File: src/rtl/op_n_to_2_pipe.sv
// Pipelined carry-save (Wallace) reduction of OP_NUM operands to a sum/carry pair,
// with a final carry-propagate add and valid/ready flow control.
module op_n_to_2_pipe #(
  parameter int          OP_NUM    = 19,
  parameter int          OP_WIDTH  = 64,
  parameter logic [31:0] PIPE_MASK = 32'h0000_0015,
  parameter int          TAG_WIDTH = 1
) (
  input  logic                 clk,
  input  logic                 rst,
  input  logic                 in_valid,
  output logic                 in_ready,
  input  logic [OP_WIDTH-1:0]  in_op [OP_NUM],
  input  logic [TAG_WIDTH-1:0] in_tag,
  output logic                 out_valid,
  input  logic                 out_ready,
  output logic [OP_WIDTH-1:0]  out_cs [2],
  output logic [OP_WIDTH-1:0]  out_sum,
  output logic [TAG_WIDTH-1:0] out_tag
);

  function automatic int next_cnt(input int n);
    return 2 * (n / 3) + (n % 3);
  endfunction

  function automatic int count_stages(input int n);
    int m;
    int s;
    m = n;
    s = 0;
    while (m > 2) begin
      m = next_cnt(m);
      s++;
    end
    return s;
  endfunction

  function automatic int ops_at(input int k);
    int m;
    m = OP_NUM;
    for (int i = 0; i < k; i++) m = next_cnt(m);
    return m;
  endfunction

  localparam int STAGES = (OP_NUM < 3) ? 1 : count_stages(OP_NUM);

  if (OP_NUM < 3 || OP_NUM > 64) begin : g_bad_op_num
    $error("op_n_to_2_pipe: OP_NUM must be within 3..64");
  end

  logic                 out_en;
  logic                 out_valid_q;
  logic [OP_WIDTH-1:0]  out_cs_q [2];
  logic [OP_WIDTH-1:0]  out_sum_q;
  logic [OP_WIDTH-1:0]  out_sum_d;
  logic [TAG_WIDTH-1:0] out_tag_q;

  assign out_en = !out_valid_q || out_ready;

  genvar gk, gi;
  for (gk = 0; gk < STAGES; gk++) begin : g_stage
    localparam int N  = ops_at(gk);
    localparam int G  = N / 3;
    localparam int NO = next_cnt(N);

    logic [OP_WIDTH-1:0]  op_in  [OP_NUM];
    logic [OP_WIDTH-1:0]  csa    [OP_NUM];
    logic [OP_WIDTH-1:0]  op_nxt [OP_NUM];
    logic                 v_in;
    logic                 v_nxt;
    logic [TAG_WIDTH-1:0] tag_in;
    logic [TAG_WIDTH-1:0] tag_nxt;
    logic                 rdy_in;
    logic                 rdy_out;

    if (gk == 0) begin : g_src
      for (gi = 0; gi < OP_NUM; gi++) begin : g_op
        assign op_in[gi] = in_op[gi];
      end
      assign v_in   = in_valid;
      assign tag_in = in_tag;
    end else begin : g_src
      for (gi = 0; gi < OP_NUM; gi++) begin : g_op
        assign op_in[gi] = g_stage[gk-1].op_nxt[gi];
      end
      assign v_in   = g_stage[gk-1].v_nxt;
      assign tag_in = g_stage[gk-1].tag_nxt;
    end

    // Full-adder rows: each triple becomes a sum vector and a left-shifted carry vector.
    for (gi = 0; gi < G; gi++) begin : g_fa
      logic [OP_WIDTH-1:0] a, b, c;
      assign a = op_in[3*gi];
      assign b = op_in[3*gi+1];
      assign c = op_in[3*gi+2];
      assign csa[2*gi]   = a ^ b ^ c;
      assign csa[2*gi+1] = ((a & b) | (a & c) | (b & c)) << 1;
    end
    for (gi = 3 * G; gi < N; gi++) begin : g_pass
      assign csa[2*G + gi - 3*G] = op_in[gi];
    end
    for (gi = NO; gi < OP_NUM; gi++) begin : g_zero
      assign csa[gi] = '0;
    end

    if (gk == STAGES - 1) begin : g_dn
      assign rdy_out = out_en;
    end else begin : g_dn
      assign rdy_out = g_stage[gk+1].rdy_in;
    end

    if (gk < STAGES - 1 && PIPE_MASK[gk]) begin : g_reg
      logic [OP_WIDTH-1:0]  op_q [OP_NUM];
      logic                 valid_q;
      logic [TAG_WIDTH-1:0] tag_q;

      assign rdy_in = !valid_q || rdy_out;

      always_ff @(posedge clk) begin
        if (rst) valid_q <= 1'b0;
        else if (rdy_in) valid_q <= v_in;
      end

      always_ff @(posedge clk) begin
        if (rdy_in) begin
          for (int m = 0; m < OP_NUM; m++) op_q[m] <= csa[m];
          tag_q <= tag_in;
        end
      end

      for (gi = 0; gi < OP_NUM; gi++) begin : g_o
        assign op_nxt[gi] = op_q[gi];
      end
      assign v_nxt   = valid_q;
      assign tag_nxt = tag_q;
    end else begin : g_wire
      assign rdy_in = rdy_out;
      for (gi = 0; gi < OP_NUM; gi++) begin : g_o
        assign op_nxt[gi] = csa[gi];
      end
      assign v_nxt   = v_in;
      assign tag_nxt = tag_in;
    end
  end

  assign in_ready  = g_stage[0].rdy_in;
  assign out_sum_d = g_stage[STAGES-1].op_nxt[0] + g_stage[STAGES-1].op_nxt[1];

  always_ff @(posedge clk) begin
    if (rst) begin
      out_valid_q <= 1'b0;
      out_cs_q[0] <= '0;
      out_cs_q[1] <= '0;
      out_sum_q   <= '0;
      out_tag_q   <= '0;
    end else if (out_en) begin
      out_valid_q <= g_stage[STAGES-1].v_nxt;
      out_cs_q[0] <= g_stage[STAGES-1].op_nxt[0];
      out_cs_q[1] <= g_stage[STAGES-1].op_nxt[1];
      out_sum_q   <= out_sum_d;
      out_tag_q   <= g_stage[STAGES-1].tag_nxt;
    end
  end

  assign out_valid = out_valid_q;
  assign out_cs[0] = out_cs_q[0];
  assign out_cs[1] = out_cs_q[1];
  assign out_sum   = out_sum_q;
  assign out_tag   = out_tag_q;

endmodule

File: config.mk
export PLATFORM = sky130hd
export DESIGN_NAME = op_n_to_2_pipe
export DESIGN_NICKNAME = d
export VERILOG_FILES = /design/src/rtl/op_n_to_2_pipe.sv
export SDC_FILE = /design/constraint.sdc
export NUM_CORES = 2
export LEC_CHECK = 0
export ABC_CLOCK_PERIOD_IN_PS = 30900
export CAP_MARGIN = 5
export CORE_AREA = 3 3 550 552
export CTS_CLUSTER_DIAMETER = 200
export DETAILED_ROUTE_END_ITERATION = 16
export DIE_AREA = 0 0 553 555
export GPL_ROUTABILITY_DRIVEN = 0
export SLEW_MARGIN = 5
export SYNTH_ARGS = -nofsm -noshare
export SYNTH_HDL_FRONTEND = slang
export SYNTH_SLANG_ARGS = --single-unit
File: constraint.sdc
create_clock -name clk -period 30.9 [get_ports clk]
set_clock_uncertainty 0.2 [all_clocks]
set_input_delay 4.635 -clock clk [delete_from_list [all_inputs] [get_ports clk]]
set_output_delay 4.635 -clock clk [all_outputs]
set_load 0.005 [all_outputs]
==> metrics.csv <==
metric,value,unit
cts_buffer_depth,4,
synth_most_common_cell,edfxtp_1,
path_clk_slew,0.06,ns
cp.required,26.07,ns
cts_resized,0,
utilization,35.08,%
drc_errors,0,
ant_nets,0,
stdcell_count,10650,
gr-total-overflow,0,
grt_pass1_vias,47750,
async_flop_share,0,%
start_util,26.65,%
die-area,0.3069,mm²
syn_area,0.07924,mm²
wl_met3,17550,µm
drt_iter0_drc,2835,
cp_common_cell,clkdlybuf4s50_1,
met2_length,129400,µm
path_buf_inv,2,
worst_slew_pin_slew,1.289,ns
htreeDepth,4,
slew_viol_final,0,
cp.arrival,7.12,ns
maxSlewHeadroom,12.93,%
synth_edf_count,1524,
wirelength,256100,µm
multi_input_area,0.02643,mm²
crit_type,in2out,
grt_max_degree,136,
wl_met1,100400,µm
root_buffer,clkbuf_16,
period_needed,11.95,ns
io_buffers,1413,
synth_commonest_cells,"1524 x edfxtp_1, 1432 x inv_1, 1057 x fa_1",
final_area,0.1043,mm²
postCtsHoldBufs,0,
seqCellArea,0.04715,mm²
fillCellCount,28460,
placed_area,0.09826,mm²
area_delta_synth_final,31.63,%
track_usage,16.55,%
setup_violations,0,
routed.top_layer,met5,
cts_tree,done,
antenna_found_initial,86,
status,finished clean,
dr_total_vias,42980,
firstDrtPassIters,5,
ys.flop_type,edfxtp_1,
cp-end-kind,primary output,
hold_viol,0,
grt_pass1_wl,358200,µm
cp_top_family,simple AND/OR/NAND/NOR gates,
synth_top_area_cell,edfxtp_1,
clkSinkCount,1593,
p_per_area,101.4,mW/mm²
synth-seq-area-share,59.50,%
r2r_slack,25.08,ns
placed_cells,10290,
crit_path_cell_trace,clkdlybuf4s50_1 > nor2b_1 > and3_1 > nand2_4 > clkdlybuf4s50_1,
viasPerCell,4.037,
yosysWarnings,0,
crit_slowest_cell,clkdlybuf4s50_1,
fmax,0.08365,GHz
wire_per_inst,24.05,µm
synth.distinct_cells,70,
min_path_type,reg2reg,
yosys_register_bits,1593,
whs,0.2275,ns
p_leak,42.88,nW
avgSynthCellArea,15.96,µm²
design.core.area,0.2973,mm²
netlist.area_leader.share,57.75,%
insertion_delay,0.81,ns
fin_crit_sh,38.69,%
row_count,200,
cap_viol_max_count,0,
ir_drop,0.00008648,V
synthTopCellsByArea,"edfxtp_1 58%, fa_1 27%, inv_1 6.8%, dfxtp_1 1.7%, ha_1 1.1%",
io_pins,1416,
finalSetupTns,0,ns
drive_above_1_share,4.733,%
postCtsSetupRepairBufs,0,
cts_buffers,185,
fp.dieH,555,µm
layout.nets,8884,
dieWidth,553,µm
dp.final_hpwl,214700,µm
critical_path.max_stage_delay,0.58,ns
path_max_fanout,41,
netlist_instances,4966,
rsz0062_at_grt,no,
critPathLaunchType,input pin,
==> kinds of logic (layout without fill, tap and decap cells) <==
family / Yosys count / in the layout / synth area share, %
flip-flops: 1593 / 1593 / 59.50
adder cells (fa/ha/maj): 1128 / 1128 / 27.83
other: 1 / 33 / 0.004732
AO/OA/AOI/OAI: 282 / 282 / 2.207
AND/OR/NAND/NOR: 384 / 384 / 2.320
XOR/XNOR: 86 / 86 / 0.9506
buffers and inverters: 1492 / 3202 / 7.196
==> placed cells by master (no fill, tap or decap), types with 30 or more instances in the layout <==
master | synthesis | routed
o21ai_0 | 89 | 89
edfxtp_1 | 1524 | 1524
clkbuf_1 | 33 | 30
inv_1 | 1432 | 1430
dfxtp_1 | 69 | 69
clkbuf_16 | 0 | 187
clkinv_1 | 0 | 34
xnor2_1 | 57 | 57
and2_1 | 56 | 56
nor2_1 | 114 | 113
a21oi_1 | 80 | 80
ha_1 | 71 | 71
clkdlybuf4s50_1 | 0 | 1413
diode_2 | 0 | 31
nand2_1 | 115 | 113
fa_1 | 1057 | 1057
==> per-layer routing <==
layer / vias to the layer above / GRT usage (%)
met2: 1716 / 28.80
li1: 18890 / -
met4: 14 / 5.349
met5: - / 0
met1: 21950 / 20.29
met3: 414 / 3.760
==> layout make-up <==
type / instances / share of cell area [%]
tap: 3939 / 4.725
antenna: 31 / 0.07438
timing repair buffer: 1441 / 13.77
clock buffer: 219 / 4.621
multi-input combinational: 1882 / 25.34
clock inverter: 110 / 1.098
sequential: 1593 / 45.20
inverter: 1432 / 5.168
==> stage by stage <==
stage	setup slack (ns)	power, mW
2_1_floorplan	3.876	6.178
3_3_place_gp	18.92	8.446
3_5_place_dp	18.90	8.497
4_1_cts	18.90	10.77
5_1_grt	18.75	11.37
6_report	18.95	10.57
==> state kept, by name, indices dropped and copies added (netlist names) <==
| register | count |
|---|---|
| g_stage.g_reg.op_q | 1395 |
| out_cs_q | 126 |
| out_sum | 64 |
| g_stage.g_reg.tag_q | 3 |
| g_stage.g_reg.valid_q | 3 |
| out_tag | 1 |
| out_valid | 1 |
==> path summary, 6_finish.rpt <==
check | start | to | depth (start not counted)
setup / recovery | out_ready | in_ready | 5
hold reg to reg | g_stage[2].g_reg.tag_q | g_stage[4].g_reg.tag_q | 0
hold / removal | g_stage[2].g_reg.tag_q | g_stage[4].g_reg.tag_q | 0
setup reg to reg | out_valid | g_stage[0].g_reg.op_q[11][32] | 8
==> power by group <==
part / leakage [nW] / switching (mW) / total (mW) / internal (mW)
combinational: 23.1 / 3.02 / 4.91 / 1.89
sequential: 16.8 / 0.232 / 3.47 / 3.24
clock: 2.92 / 0.908 / 2.19 / 1.28
total: 42.9 / 4.16 / 10.6 / 6.41
(Power assumes the default switching activity.)
